[src/rtl/sipo_deframer.sv]
// Serial-in/parallel-out receive deframer: start bit, MSB-first payload, stop bit.
// Good words land in a one-entry valid/ready output register; bad stops and drops are flagged.
module sipo_deframer #(
  parameter int unsigned DATA_WIDTH = 9
) (
  input  logic                  clk,
  input  logic                  rst_n,
  input  logic                  bit_en,
  input  logic                  sin,
  output logic [DATA_WIDTH-1:1] y,
  output logic                  valid,
  input  logic                  ready,
  output logic                  frame_err,
  output logic                  overrun,
  input  logic                  err_clr
);

  localparam int unsigned    CntW    = $clog2(DATA_WIDTH);
  localparam logic [CntW-1:0] CntLast = CntW'(DATA_WIDTH - 2);

  typedef enum logic [1:0] {StIdle, StData, StStop} state_e;

  state_e                state_q, state_d;
  logic [CntW-1:0]       cnt_q, cnt_d;
  logic [DATA_WIDTH-1:1] shift_q, shift_d;
  logic [DATA_WIDTH-1:1] y_q, y_d;
  logic                  valid_q, valid_d;
  logic                  ferr_q, ferr_d;
  logic                  ovr_q, ovr_d;
  logic                  good;

  always_comb begin
    state_d = state_q;
    cnt_d   = cnt_q;
    shift_d = shift_q;
    good    = 1'b0;
    ferr_d  = 1'b0;
    if (bit_en) begin
      case (state_q)
        StIdle: begin
          if (!sin) begin
            state_d = StData;
            cnt_d   = '0;
          end
        end
        StData: begin
          shift_d = {shift_q[DATA_WIDTH-2:1], sin};
          // Counter saturates on the last payload bit instead of wrapping.
          if (cnt_q == CntLast) begin
            state_d = StStop;
          end else begin
            cnt_d = cnt_q + CntW'(1);
          end
        end
        StStop: begin
          // A zero stop bit is consumed here and never treated as a new start bit.
          state_d = StIdle;
          good    = sin;
          ferr_d  = ~sin;
        end
        default: state_d = StIdle;
      endcase
    end
  end

  always_comb begin
    y_d     = y_q;
    valid_d = valid_q;
    if (good && (!valid_q || ready)) begin
      y_d     = shift_q;
      valid_d = 1'b1;
    end else if (valid_q && ready) begin
      valid_d = 1'b0;
    end
    // A new drop outranks a simultaneous clear.
    ovr_d = (good && valid_q && !ready) || (ovr_q && !err_clr);
  end

  always_ff @(posedge clk or negedge rst_n) begin
    if (!rst_n) begin
      state_q <= StIdle;
      cnt_q   <= '0;
      shift_q <= '0;
      y_q     <= '0;
      valid_q <= 1'b0;
      ferr_q  <= 1'b0;
      ovr_q   <= 1'b0;
    end else begin
      state_q <= state_d;
      cnt_q   <= cnt_d;
      shift_q <= shift_d;
      y_q     <= y_d;
      valid_q <= valid_d;
      ferr_q  <= ferr_d;
      ovr_q   <= ovr_d;
    end
  end

  assign y         = y_q;
  assign valid     = valid_q;
  assign frame_err = ferr_q;
  assign overrun   = ovr_q;

endmodule
[config.mk]
export PLATFORM = sky130hd
export DESIGN_NAME = sipo_deframer
export DESIGN_NICKNAME = d
export VERILOG_FILES = /design/src/rtl/sipo_deframer.sv
export SDC_FILE = /design/constraint.sdc
export NUM_CORES = 1
export LEC_CHECK = 0
export ABC_AREA = 1
export CORE_ASPECT_RATIO = 0.75
export CORE_MARGIN = 2
export CORE_UTILIZATION = 50
export CTS_BUF_LIST = sky130_fd_sc_hd__clkbuf_16
export DETAILED_ROUTE_END_ITERATION = 6
export GPL_TIMING_DRIVEN = 0
export MAX_ROUTING_LAYER = met4
export PLACE_DENSITY = 0.77
export SYNTH_ARGS = -nofsm -noshare
export SYNTH_HDL_FRONTEND = slang
export SYNTH_SLANG_ARGS = --single-unit
[constraint.sdc]
create_clock -name clk -period 1.2 [get_ports clk]
set_input_delay 0.24 -clock clk [delete_from_list [all_inputs] [get_ports clk]]
set_output_delay 0.24 -clock clk [all_outputs]
set_load 0.01 [all_outputs]
After elaboration in Yosys (flattened, before gate mapping). Cells that the tools add are included.

Input bits: 6. Output and inout bits: 11. Bits in latches: 0. Word-level logic and storage cells: 43. Memories: 0. ROM bits: 0. Bits in writable memories: 0. Register bits after elaboration: 25.

$lt $le $gt $ge: 0. Reduce and logical (&&, ||, !) cells: 16. Muxes and demuxes: 12. Divide/modulo/power cells: 0. Eq/ne operators: 6. Bitwise operators: 1. $add $sub $neg: 1. Shift-type cells: 0. Multipliers: 0.

Operator list (count): 4-bit two-way mux (2); 4-bit case mux with 2 select lines (1); 1-bit two-way mux (6); 2-bit inequality test, second input constant (3); 1-bit logical AND (5); 4-bit by 1-bit adder with 4-bit output, second input constant (1); 4-bit by 3-bit == test with 1-bit output, second input constant (1); 2-bit two-way mux (2); 2-bit case mux with 2 select lines (1); 4-bit AND reduction (1); 2-bit nonzero test (2); 1-bit logical NOT (3); 3-bit AND reduction (1); 2-bit by 1-bit == test with 1-bit output, second input constant (1); 2-bit == test, second input constant (1); 2-bit logical NOT (1); 1-bit logical OR (2); 2-bit AND reduction (1); 1-bit NOT (1).

Longest topological paths before layout. Gate-level depths: netlist of run 1.

Depth after elaboration: 6. Depth in mapped cells: 7. Depth with buffers taken out: 6.

Worst setup path after synthesis of run 1. OpenSTA, ideal clock, no wires.

Path kind: reg-to-reg. From: reg valid_q (netlist: valid). To: reg y_q (netlist bit y[1]). Setup time: 0.120 ns. Cell stages (with the launch flop): 6. Clock period less this slack: 1.174 ns. Arrival time: 1.053 ns. Path buffers: 0. Slack: 0.026 ns. Data required time: 1.080 ns. Path through: dfrtp_1 inv_1 nor2_1 nor2_2 nand2_1 nand2_1.

Cells in the longest elaborated chain, start to end: 3.

Ends and longest elaborated chain: start: declaration (line 27) `logic valid_q, valid_d;`; start signal: assignment (line 93) `valid_q <= valid_d;`; 1-bit logical NOT (line 69) `if (good && (!valid_q || ready)) begin`; 1-bit logical OR (line 69); 1-bit logical AND (line 69); end signal: assignment (line 92) `y_q <= y_d;`; end: declaration (line 26) `logic [DATA_WIDTH-1:1] y_q, y_d;`.

No other way between the ends. A chain may end at the register's enable or synchronous reset.

Worst setup path after layout of run 1.
From: reg cnt_q[0]. To: reg cnt_q[0].

Cells in the longest elaborated chain, start to end: 3. Elaborated cells between the ends (all ways): 6. Those cells by class: 1 x add/sub; 2 x eq/ne; 2 x mux; 1 x reduce/logical.

Ends and longest elaborated chain: start: declaration (line 24) `logic [CntW-1:0] cnt_q, cnt_d;`; start signal: assignment (line 90) `cnt_q <= cnt_d;`; 4-bit by 1-bit adder with 4-bit output or 4-bit by 3-bit == test with 1-bit output (tied branches) (line 52, 49); 4-bit two-way mux or 2-bit inequality test (tied branches); 4-bit case mux with 2 select lines or 4-bit AND reduction (tied branches).

Parallel ways exist; a longest one is shown, timed or not. The select of a mux whose other input is x is not followed.

==> summary by stage, run 1 <==
Run status
The run finished, with violations left. The checks that failed: hold timing, setup timing.

Clock tree
Clock-pin slew was measured on the worst setup and hold paths at 0.06 ns. The CTS tree is yes. The clock latency on the worst-skew pair is ~0.26 ns. The number of sinks handled by clock tree synthesis is 25. CTS built an H-tree with a depth of 1.

The number of CTS-inserted buffers is 3. Buffers inserted to repair hold after CTS numbered 0. The CTS root buffer is sky130_fd_sc_hd__clkbuf_16. The longest clock path from root to sink contains 2 buffers.

Drt
The number of vias after detailed routing is between 800 and 900. In the final routed layout, each cell accounts on average for 12.92 µm. The pre-antenna-repair detailed-routing pass consisted of 4 iterations. The starting DRC count in detailed routing is 26. The total wire length after detailed routing is 2197 µm. In the routed design, unresolved DRC markers number 0. The average vias per placed instance is 5.212. The post-route antenna net violation count is 0.

Synth
The average cell area after synthesis is 8.769 µm². During synthesis, Yosys emitted a total of 0 warnings. Synthesis handed over a netlist of between 100 and 150 instances.

The net count after synthesis is roughly 130. The cell taking the most area after synthesis is sky130_fd_sc_hd__dfrtp_1. Of the synthesized area, sequential elements account for 58.48%. The netlist uses 20 different library cells. Summing every instance area after synthesis gives 1070 µm².

After synthesis the netlist holds a flip-flop and latch count of 25. By area the synthesized netlist is led by sky130_fd_sc_hd__dfrtp_1, sky130_fd_sc_hd__nand2_1, sky130_fd_sc_hd__nand3_1, sky130_fd_sc_hd__o21ai_1, sky130_fd_sc_hd__inv_1. The share of synthesized area in the top cell type comes to 58.48%.

Floorplan
Pin placement for this block handled 17 I/O pins. The count of standard-cell rows is 14. The die outline area is around 2500 µm². The effective utilization at floorplan is 53.11%. The placeable core area is 2014 µm².

The y dimension of the die is 44.06 µm. The width of the die is 57.41 µm.

Critical path
The worst-case reg-to-reg path depth is 5. In this design, the stage delay of the slowest critical-path cell is between 0.4 and 0.5 ns. The slowest stage of the critical path is the sky130_fd_sc_hd__dfrtp_1 cell. The cell seen most often among critical-path stages is sky130_fd_sc_hd__nand2_1.

The end of the worst register-to-register path is cnt_q[0]$_DFFE_PN0P_. In this design, the largest share of critical-path delay is due to simple AND/OR/NAND/NOR gates. The endpoint arrival time on the critical path is 1.36 ns.

For the worst setup path, the data required time is 1.34 ns. The critical register-to-register path startpoint is cnt_q[0]$_DFFE_PN0P_. Along the worst path, the maximum fanout reaches 5. The slack of the worst reg-to-reg path is -0.01 ns.

The worst setup path is captured at a flip-flop. The kind of launch point of the worst setup path is a flip-flop. Traced cell by cell, the critical path runs through ha_2, nand4_1, nand3_2, nand2_1, nand2_1. By startpoint and endpoint, the worst setup path is classified as flip-flop to flip-flop. Counting both buffers and inverters, the worst setup path holds a total of 0.

Cells and area
The total of fill cells in the finished design is roughly 160. The sequential cells in the finished layout cover a total of 626.9 µm². The net count of the finished layout is 154. From synthesis to final layout, the design area changed by 30.64%. The post-route netlist has 16.44% of its cells at a drive strength greater than 1. The final instance area is 1398 µm².

The multi-input gate area in the final layout is 422.9 µm². For this run, the share of the core covered by cells in the final layout is 69.38%. The final antenna diode count is 0.

STA
The max-slew violation total from the final report was 0. The fraction of the cycle the final worst path needs is 101.2%. Setup violations remaining at the end of the flow were counted as 4. The time the worst path needs with I/O delays and setup is 1.215 ns.

Static timing analysis puts the maximum clock frequency at 823.2 MHz. At the pin with the least slew margin, the transition time is around 0.61 ns. The post-route worst setup slack is -0.01478 ns. Setup repair after global routing could not meet its margin everywhere. Across the routed clock network, the largest skew measured is 0.004136 ns.

Measured against its own limit, the worst slew margin works out to 59.37%. Hold timing on the final database bottoms out at a slack of -0.01330 ns. The final hold violation count is 25.

GRT
The global route total overflow is 0. Entering global routing, the biggest net connects 26 pins. The number of global-route vias before repair is between 700 and 800. The initial antenna violation count is 0. The first global-routing pass estimated around 3500 µm of wire. The global router's overall resource usage is 19.43%.

Placement
The number of buffers inserted by port buffering is 16. At the end of routability-driven placement, the weighted congestion stood at 0.8177. The post-detailed-placement half-perimeter wirelength is 1519 µm. In this run the cell area measured after placement is 1260 µm². Prior to clock tree synthesis, the placed netlist has a worst setup slack of -0.4849 ns.

Pwr
The power share of the clock group is 34.7%. The internal portion of the total power is 0.001519 W. The maximum vdd drop is 0.001423 V.

The sequential fraction of design power is approximately 51%. The leakage power is between 0.7 and 0.8 nW. The net switching fraction of the power is 25.15%. The total power density per cell area is between 1000 and 1500 nW/µm². The share of power burned in combinational logic is 13.9%. The switching power of the nets is 0.0005104 W.

Min path
The min-delay analysis places its worst path in the category input port to asynchronous set/reset pin.

Flow run
The total of max-cap violations is 0.
## worst register-to-register path: cells and delay by family, from the launching register on
kind	cells	cell delay, ns
adder cells (fa/ha/maj)	1	0.21
flip-flops	1	0.41
AND/OR/NAND/NOR	4	0.49
## sequential cells by signal, indices dropped and copies added, names as in the netlist
signal     count
overrun        1
frame_err      1
state_q        2
valid          1
y              8
shift_q        8
cnt_q          4
## Yosys cell counts
cell type	n
sky130_fd_sc_hd__a21oi_1	1
sky130_fd_sc_hd__buf_2	1
sky130_fd_sc_hd__buf_4	1
sky130_fd_sc_hd__dfrtp_1	25
sky130_fd_sc_hd__ha_1	1
sky130_fd_sc_hd__inv_1	10
sky130_fd_sc_hd__inv_2	1
sky130_fd_sc_hd__nand2_1	45
sky130_fd_sc_hd__nand2_2	1
sky130_fd_sc_hd__nand3_1	9
sky130_fd_sc_hd__nand4_1	1
sky130_fd_sc_hd__nand4_2	1
sky130_fd_sc_hd__nor2_1	7
sky130_fd_sc_hd__nor2_2	3
sky130_fd_sc_hd__nor2_4	1
sky130_fd_sc_hd__nor4_1	1
sky130_fd_sc_hd__o21ai_0	1
sky130_fd_sc_hd__o21ai_1	9
sky130_fd_sc_hd__o22ai_1	2
sky130_fd_sc_hd__xnor2_1	1
## cell type report
type	instances	share of cell area (%)
plain buffers	2	1.611
clock buffers	3	5.372
clock inverters	1	0.2686
inverters	11	2.954
multi-input cells	84	30.26
flip-flops and latches	25	44.85
well taps	24	2.149
repair buffers	20	12.53
## cells in the final DEF (no fill, tap or decap), types with 4 or more instances in the layout
cell                             n
sky130_fd_sc_hd__nand2_1        44
sky130_fd_sc_hd__dfrtp_1        24
sky130_fd_sc_hd__dlygate4sd2_1  10
sky130_fd_sc_hd__inv_1           9
sky130_fd_sc_hd__o21ai_1         9
sky130_fd_sc_hd__nand3_1         8
sky130_fd_sc_hd__nor2_1          6
sky130_fd_sc_hd__nor2_4          5
sky130_fd_sc_hd__buf_4           4
## routing by layer
metal | vias to the layer above | track usage, % | part of all wire, %
li1 | 437 | - | -
met4 | 0 | 8.372 | 2.1
met5 | - | - | 0
met2 | 24 | 30.23 | 49
met1 | 419 | 24.27 | 43
met3 | 6 | 5.263 | 5.4
## cell families (layout without fill, tap and decap cells)
group	count (synthesis)	after routing	share of synthesized area (%)
buf+inv	13	37	5.029
simple gates	69	69	28.19
xor+xnor	1	1	0.8189
flops	25	25	58.48
compound gates	13	13	6.314
fa+ha+maj	1	1	1.169
## repair_timing
action | in CTS | in global routing
buffers inserted | 2 | 2
setup endpoints to repair | 51 | 21
pin swaps | 1 | 5
hold endpoints to repair | 0 | 0
gates resized for setup | 19 | 11
## power groups by stage
stage / registers, W / clock network [W] / logic [W]
after floorplan: 0.00103 / 0 / 0.000176
after global placement: 0.00105 / 0 / 0.000247
after detailed placement: 0.00105 / 0 / 0.000259
after CTS: 0.00104 / 0.000726 / 0.000267
after global routing: 0.00106 / 0.000744 / 0.000329
final: 0.00104 / 0.000704 / 0.000282
## metrics by stage
stage               hold slack (ns)  cells  total power, W  setup TNS, ns
global route                0.03013    170        0.002127        -0.5527
detailed placement           0.4695    162        0.001314         -17.99
floorplan                  -0.05559    122        0.001211              0
global placement             0.4644    162        0.001296         -15.83
CTS                          0.3443    168        0.002033              0
finish                     -0.01330    170        0.002030       -0.04149
## worst max-delay path by stage
stage	start	to	slack, ns	depth (start not counted)
2_1_floorplan	valid$_DFFE_PN0P_	y[1]$_DFFE_PN0P_	0.03	5
3_3_place_gp	ready	y[4]$_DFFE_PN0P_	-0.44	5
3_5_place_dp	ready	y[8]$_DFFE_PN0P_	-0.48	5
4_1_cts	cnt_q[0]$_DFFE_PN0P_	cnt_q[3]$_DFFE_PN0P_	0.001	6
5_1_grt	cnt_q[0]$_DFFE_PN0P_	cnt_q[2]$_DFFE_PN0P_	-0.08	5
6_report	cnt_q[0]$_DFFE_PN0P_	cnt_q[0]$_DFFE_PN0P_	-0.01	5
(Power assumes the default switching activity.)
==> inputs of run 2 (changes only) <==
--- a/config.mk
+++ b/config.mk
@@ -9,11 +9,11 @@
 export CORE_ASPECT_RATIO = 0.75
 export CORE_MARGIN = 2
 export CORE_UTILIZATION = 50
-export CTS_BUF_LIST = sky130_fd_sc_hd__clkbuf_16
 export DETAILED_ROUTE_END_ITERATION = 6
 export GPL_TIMING_DRIVEN = 0
 export MAX_ROUTING_LAYER = met4
-export PLACE_DENSITY = 0.77
+export PLACE_DENSITY = 0.81
+export SLEW_MARGIN = 20
 export SYNTH_ARGS = -nofsm -noshare
 export SYNTH_HDL_FRONTEND = slang
 export SYNTH_SLANG_ARGS = --single-unit
==> summary by stage, run 2 (same netlist as run 1, synthesis figures left out) <==
STA
The final hold violation count is 0 (-100%). The worst hold margin is 0.4333 ns (+0.4466 ns). The post-route worst setup slack is 0.0006081 ns (+0.01538 ns). The final setup violation count is 0 (-4). The slew at the pin closest to its max-slew limit was 0.5523 ns (-0.05714 ns).

The fraction of the cycle the final worst path needs is 99.95% (-1.3 points). The max-slew violation total from the final report is 0 (unchanged). The remaining max-slew budget at the tightest pin is 63.18% (+3.8 points). The time the worst path needs with I/O delays and setup is 1.199 ns (-0.01538 ns). The maximum clock skew at final layout is 0.006328 ns (+0.002192 ns). Setup repair after global routing could not meet its margin everywhere. The highest clock rate is 833.8 MHz (+1.3%).

Critical path
Following the worst setup path forward leads to its endpoint at cnt_q[0]$_DFFE_PN0P_. Walking the worst path, the cells encountered are clkdlybuf4s50_1, buf_6, inv_1, nor2_4, nand2_2, nor2_4, nand2_1, nand2_1. The slack of the worst reg-to-reg path is 0.02 ns (+0.03 ns).

The delay of the slowest critical-path stage is 0.54 ns (+0.13 ns). The worst-case reg-to-reg path depth is 5 (unchanged). The class of the most critical setup path is input port to flip-flop.

The sort of element at the end of the critical path is a flip-flop. The cell depth of the worst setup path is 8 (+3). The worst setup path is launched from an input port. The endpoint arrival time on the critical path is 1.46 ns (+0.10 ns).

The family with the most delay on the worst path is buffers and inverters. In this run the critical register-to-register path is captured at cnt_q[0]$_DFFE_PN0P_. The startpoint of the most critical setup path is bit_en. The critical-path maximum fanout came to 4 (-1). The buffers plus inverters on the worst setup path came to 3 (+3).

The largest individual stage delay along the critical path comes from the cell sky130_fd_sc_hd__clkdlybuf4s50_1. The critical register-to-register path startpoint is cnt_q[0]$_DFFE_PN0P_. The critical path required time is 1.46 ns (+0.12 ns).

Drt
The wire length per cell was 12.15 µm (-6.0%). The number of vias after detailed routing is 890 (+0.45%). The average vias per placed instance was 5.086 (-2.4%).

The post-route antenna net violation count is 0 (unchanged). The starting DRC count in detailed routing is 16 (-38%). The total wire length after detailed routing came to 2127 µm (-3.2%). The first-pass iteration count of the detailed router came to 4 (unchanged). The residual DRC count was 0 (unchanged).

Clock tree
The CTS root buffer is sky130_fd_sc_hd__clkbuf_4. The CTS tree is yes. The clock latency on the worst-skew pair is 0.31 ns (+0.05 ns). The CTS H-tree depth is 1 (unchanged). The number of sinks handled by clock tree synthesis came to 25 (unchanged). The buffer levels on the longest clock path is 2 (unchanged). The number of CTS-inserted buffers is 3 (unchanged). The clock input transition at the sequential cells of the worst setup and hold paths is 0.13 ns (+0.07 ns).

Cells and area
The top cell types in the final layout, fill and taps aside, are sky130_fd_sc_hd__nand2_1, sky130_fd_sc_hd__dfrtp_1, sky130_fd_sc_hd__inv_1, sky130_fd_sc_hd__clkbuf_2. The relative area change from synthesis to final layout is 27.37%. The commonest non-fill, non-tap cell in the layout is sky130_fd_sc_hd__nand2_1. The multi-input gate area in the final layout is 445.4 µm² (+5.3%). The utilization after layout is 67.64% (-1.7 points). The final antenna diode count came to 0 (unchanged).

The area taken by flip-flops and latches came to 626.9 µm² (unchanged). The total of fill cells in the finished design is 163 (+2.5%). The final instance area is 1363 µm² (-2.5%). The layout cell share with drive strength beyond 1 is 27.15% (+11 points). The layout net count is 159 (+3.2%).

Floorplan
The y dimension of the die is 44.06 µm (unchanged). The width of the die is 57.41 µm (unchanged). The count of boundary I/O pins is 17 (unchanged). The effective utilization at floorplan is 53.11% (unchanged). The die outline area is 2529 µm² (unchanged). The count of standard-cell rows is 14 (unchanged). The placeable core area was 2014 µm² (unchanged).

Placement
The setup slack after placement is -0.4427 ns (+0.04226 ns). The post-detailed-placement half-perimeter wirelength is 1501 µm (-1.2%). The post-placement cell area is 1260 µm² (unchanged). The routability congestion estimate from global placement was 0.8210 (+0.40%). The number of buffers inserted by port buffering was 16 (unchanged).

Min path
The type of the worst min-delay path is input port to asynchronous set/reset pin.

Pwr
The total power density per cell area was 1247 nW/µm² (-14%). The leakage power is 0.7436 nW (-5.5%). The total power is 0.001699 W (-16%).

The maximum vdd drop was 0.0008958 V (-37%).

GRT
The global route total overflow is 0 (unchanged). The global router's overall resource usage is 19.02% (-0.41 points). The number of global-route vias before repair is 780 (+0.91%). The pin count of the biggest net entering global routing was 26 (unchanged).

The first-pass GRT wire length is 3519 µm (+2.0%). The initial antenna violation count is 0 (unchanged).

Run status
The run finished with clean final reports.

Flow run
The total of max-cap violations came to 0 (unchanged).
## run 2: cell types whose count changed in the layout (fill, tap and decap cells not counted), sizes merged
| cell | before | now |
|---|---|---|
| dlygate4sd2 | 10 | 0 |
| clkbuf | 4 | 13 |
| buf | 6 | 13 |
| clkdlybuf4s15 | 1 | 0 |
| clkdlybuf4s50 | 3 | 4 |
| dlygate4sd3 | 0 | 1 |
| dlymetal6s2s | 1 | 0 |
| inv | 12 | 11 |
## run 2: per-stage QoR
step / TNS [ns] / instances
after floorplan: 0 / 122
after global placement: -15.50 / 162
after detailed placement: -17.26 / 162
after CTS: -0.05914 / 168
after global routing: -0.3026 / 175
final: 0 / 175
## run 2: cell type report
type | count | area share, %
inverter | 11 | 3.030
timing repair buffer | 25 | 12.49
clock buffer | 4 | 1.928
tap | 24 | 2.204
buffer | 2 | 1.653
sequential | 25 | 46.01
multi-input combinational | 84 | 32.69
## run 2: how the worst min path moves through the flow
| stage | slack [ns] | start | cells after the start | end |
|---|---|---|---|---|
| 2_1_floorplan | -0.06 | rst_n | 0 | cnt_q[0]$_DFFE_PN0P_ |
| 3_3_place_gp | 0.47 | y[4]$_DFFE_PN0P_ | 2 | y[4]$_DFFE_PN0P_ |
| 3_5_place_dp | 0.47 | cnt_q[3]$_DFFE_PN0P_ | 2 | cnt_q[3]$_DFFE_PN0P_ |
| 4_1_cts | 0.27 | rst_n | 1 | cnt_q[1]$_DFFE_PN0P_ |
| 5_1_grt | 0.45 | rst_n | 2 | cnt_q[2]$_DFFE_PN0P_ |
| 6_report | 0.43 | rst_n | 2 | shift_q[1]$_DFFE_PN0P_ |
## run 2: per-layer routing
metal,wire [µm],track usage [%],part of all wire (%)
met1,1025,25.59,48
met2,952,28.86,45
met3,114,6.433,5.4
met4,34,3.256,1.6
met5,0,-,0
## run 2: worst register-to-register path, delay by kind of cell, from the launching register on
kind          cells  cell delay, ns
fa+ha+maj         1            0.20
flops             1            0.43
simple gates      4            0.47
## run 2: timing repair
item,in CTS,in global routing
buffers inserted,2,6
hold buffers,0,1
endpoints found under the setup margin,49,27
resized for setup,35,18
endpoints found under the hold margin,0,25
pin swaps,0,8
## run 2: power breakdown
part / total, W / switching (W) / leakage, nW / internal [W]
clock network: 0.000361 / 0.000231 / 0.0150 / 0.000130
registers: 0.00104 / 0.0000902 / 0.333 / 0.000951
logic: 0.000298 / 0.000165 / 0.396 / 0.000133
==> inputs of run 3 (changes only) <==
--- a/config.mk
+++ b/config.mk
@@ -11,7 +11,6 @@
 export CORE_UTILIZATION = 50
 export DETAILED_ROUTE_END_ITERATION = 6
 export GPL_TIMING_DRIVEN = 0
-export MAX_ROUTING_LAYER = met4
 export PLACE_DENSITY = 0.81
 export SLEW_MARGIN = 20
 export SYNTH_ARGS = -nofsm -noshare
==> summary by stage, run 3 (same netlist as run 1, synthesis figures left out) <==
Cells and area
The final antenna diode count was 0 (unchanged). The commonest non-fill, non-tap cell in the layout is sky130_fd_sc_hd__nand2_1. The top cell types in the final layout, fill and taps aside, are sky130_fd_sc_hd__nand2_1, sky130_fd_sc_hd__dfrtp_1, sky130_fd_sc_hd__inv_1, sky130_fd_sc_hd__clkbuf_2. The utilization after layout was 67.64% (unchanged). The layout net count came to 159 (unchanged).

The relative area change from synthesis to final layout was 27.37% (unchanged). The number of standard cells in the layout, taps in and fillers out is 175 (unchanged). The layout cell share with drive strength beyond 1 is 27.15% (unchanged). The final instance area is 1363 µm² (unchanged).

Floorplan
The y dimension of the die is 44.06 µm (unchanged). The count of standard-cell rows is 14 (unchanged). The placeable core area is 2014 µm² (unchanged).

The die outline area is 2529 µm² (unchanged). The count of boundary I/O pins was 17 (unchanged). The width of the die is 57.41 µm (unchanged). The effective utilization at floorplan was 53.11% (unchanged).

Pwr
The leakage power was 0.7436 nW (unchanged). The internal power is 0.001213 W (about the same). The maximum vdd drop was 0.0009031 V (+0.81%). The sequential fraction of design power was 61.2% (about the same).

The total power density per cell area was 1246 nW/µm² (-0.13%). The share of power burned in combinational logic was 17.5% (about the same). The net switching fraction of the power was 28.51% (-0.083 points). The switching power of the nets came to 0.0004839 W (-0.42%). The total power is 0.001697 W (-0.13%). The power share of the clock group is 21.3% (about the same).

Min path
The type of the worst min-delay path is input port to asynchronous set/reset pin.

Critical path
The critical-path maximum fanout is 4 (unchanged). STA classifies the critical path startpoint as an input port. The worst setup path is captured at a flip-flop. The endpoint arrival time on the critical path is 1.46 ns (about the same).

The critical path in this run is classified as input port to flip-flop. The critical path required time is 1.46 ns (about the same).

GRT
The first-pass GRT wire length was 3512 µm (-0.20%). The global-route track usage on met1 is 25.39% (-0.20 points). The busiest layer in global routing is met2. The number of global-route vias before repair is 781 (+0.13%).

The initial antenna violation count was 0 (unchanged). The global router's overall resource usage came to 18.42% (-0.60 points). The met2 capacity usage during global routing is 29.09% (+0.23 points). The global route total overflow came to 0 (unchanged). The met3 routing resource usage after global routing is 6.433% (unchanged). The pin count of the biggest net entering global routing is 26 (unchanged).

Placement
The routability congestion estimate from global placement is 0.8092 (-1.4%). The setup slack after placement came to -0.4427 ns (unchanged). The post-placement cell area is 1260 µm² (unchanged). The number of buffers inserted by port buffering is 16 (unchanged). The post-detailed-placement half-perimeter wirelength is 1501 µm (unchanged).

The total instance count after detailed placement came to 162 (unchanged).

STA
Setup repair after global routing could not meet its margin everywhere. The max-slew violation total from the final report is 0 (unchanged). The maximum clock skew at final layout is 0.006233 ns (-0.00009439 ns). The final hold violation count is 0 (unchanged).

The slew at the pin closest to its max-slew limit came to 0.5520 ns (-0.0002835 ns). The time the worst path needs with I/O delays and setup was 1.202 ns (+0.002388 ns). The highest clock rate is 832.1 MHz (-0.20%).

The post-route worst setup slack came to -0.001780 ns (-0.002388 ns). The remaining max-slew budget at the tightest pin is 63.20% (about the same). The fraction of the cycle the final worst path needs is 100.1% (+0.20 points). The final setup violation count is 1 (+1).

Clock tree
The CTS root buffer is sky130_fd_sc_hd__clkbuf_4. The clock input transition at the sequential cells of the worst setup and hold paths is 0.13 ns (about the same). The CTS H-tree depth is 1 (unchanged). The CTS tree is yes. The clock latency on the worst-skew pair came to 0.31 ns (about the same). The number of sinks handled by clock tree synthesis is 25 (unchanged). The number of CTS-inserted buffers is 3 (unchanged).

The buffer levels on the longest clock path was 2 (unchanged).

Drt
The starting DRC count in detailed routing came to 15 (-1). The average vias per placed instance is 5.131 (+0.90%). The residual DRC count was 0 (unchanged). The wire length per cell came to 11.97 µm (-1.6%). The post-route antenna net violation count is 0 (unchanged).

The number of vias after detailed routing is 898 (+0.90%). The first-pass iteration count of the detailed router came to 4 (unchanged). The total wire length after detailed routing is 2094 µm (-1.6%).

Run status
The checks that failed: setup timing. The flow ran to the end, but the final reports show violations.

Flow run
The total of max-cap violations was 0 (unchanged).
## run 3: area by class of cell
| class | instances | area [µm²] |
|---|---|---|
| fill | 163 | 651.9 |
| sequential | 25 | 626.9 |
| multi-input combinational | 84 | 445.4 |
| timing repair buffer | 25 | 170.2 |
| inverter | 11 | 41.29 |
| tap | 24 | 30.03 |
| clock buffer | 4 | 26.28 |
| buffer | 2 | 22.52 |
## run 3: worst paths after layout
check	cells past startpoint	endpoint	startpoint	slack (ns)
max	8	cnt_q[0]$_DFFE_PN0P_	bit_en	-0.002
min	2	shift_q[1]$_DFFE_PN0P_	rst_n	0.44
max reg2reg	5	cnt_q[0]$_DFFE_PN0P_	cnt_q[0]$_DFFE_PN0P_	0.02
min in group clk	2	overrun$_DFF_PN0_	err_clr	0.49
max in group asynchronous	2	state_q[1]$_DFFE_PN0P_	rst_n	0.38
min reg2reg	2	y[5]$_DFFE_PN0P_	y[5]$_DFFE_PN0P_	0.50
## run 3: worst max-delay path, stage by stage
cell,delay (ns)
sky130_fd_sc_hd__clkdlybuf4s50_1,0.54
sky130_fd_sc_hd__buf_6,0.14
sky130_fd_sc_hd__inv_1,0.07
sky130_fd_sc_hd__nor2_4,0.11
sky130_fd_sc_hd__nand2_2,0.09
sky130_fd_sc_hd__nor2_4,0.14
sky130_fd_sc_hd__nand2_1,0.06
sky130_fd_sc_hd__nand2_1,0.06
## run 3: what timing repair did
| action | in CTS | in global routing |
|---|---|---|
| hold buffers | 0 | 1 |
| buffers inserted | 2 | 6 |
| pin swaps | 0 | 8 |
| endpoints found under the hold margin | 0 | 25 |
| gates resized for setup | 35 | 18 |
| setup endpoints to repair | 49 | 27 |
## run 3: per-layer routing
metal,vias up,part of all wire [%],wire [µm]
li1,454,-,-
met1,419,48,1006
met2,21,44,931
met3,4,5.8,121
met4,0,1.6,34
met5,-,0,0
## run 3: per-stage QoR
step / setup TNS, ns / hold WS, ns
floorplan: 0 / -0.05559
global placement: -15.50 / 0.4650
detailed placement: -17.26 / 0.4709
CTS: -0.05914 / 0.2679
global route: -0.3035 / 0.4507
finish: -0.001780 / 0.4355
## run 3: power groups by stage
stage	Sequential, W	Clock (W)	Combinational, W
3_5_place_dp	0.00105	0	0.000260
5_1_grt	0.00106	0.000419	0.000343
3_3_place_gp	0.00105	0	0.000246
2_1_floorplan	0.00103	0	0.000176
4_1_cts	0.00104	0.000373	0.000271
6_report	0.00104	0.000361	0.000297
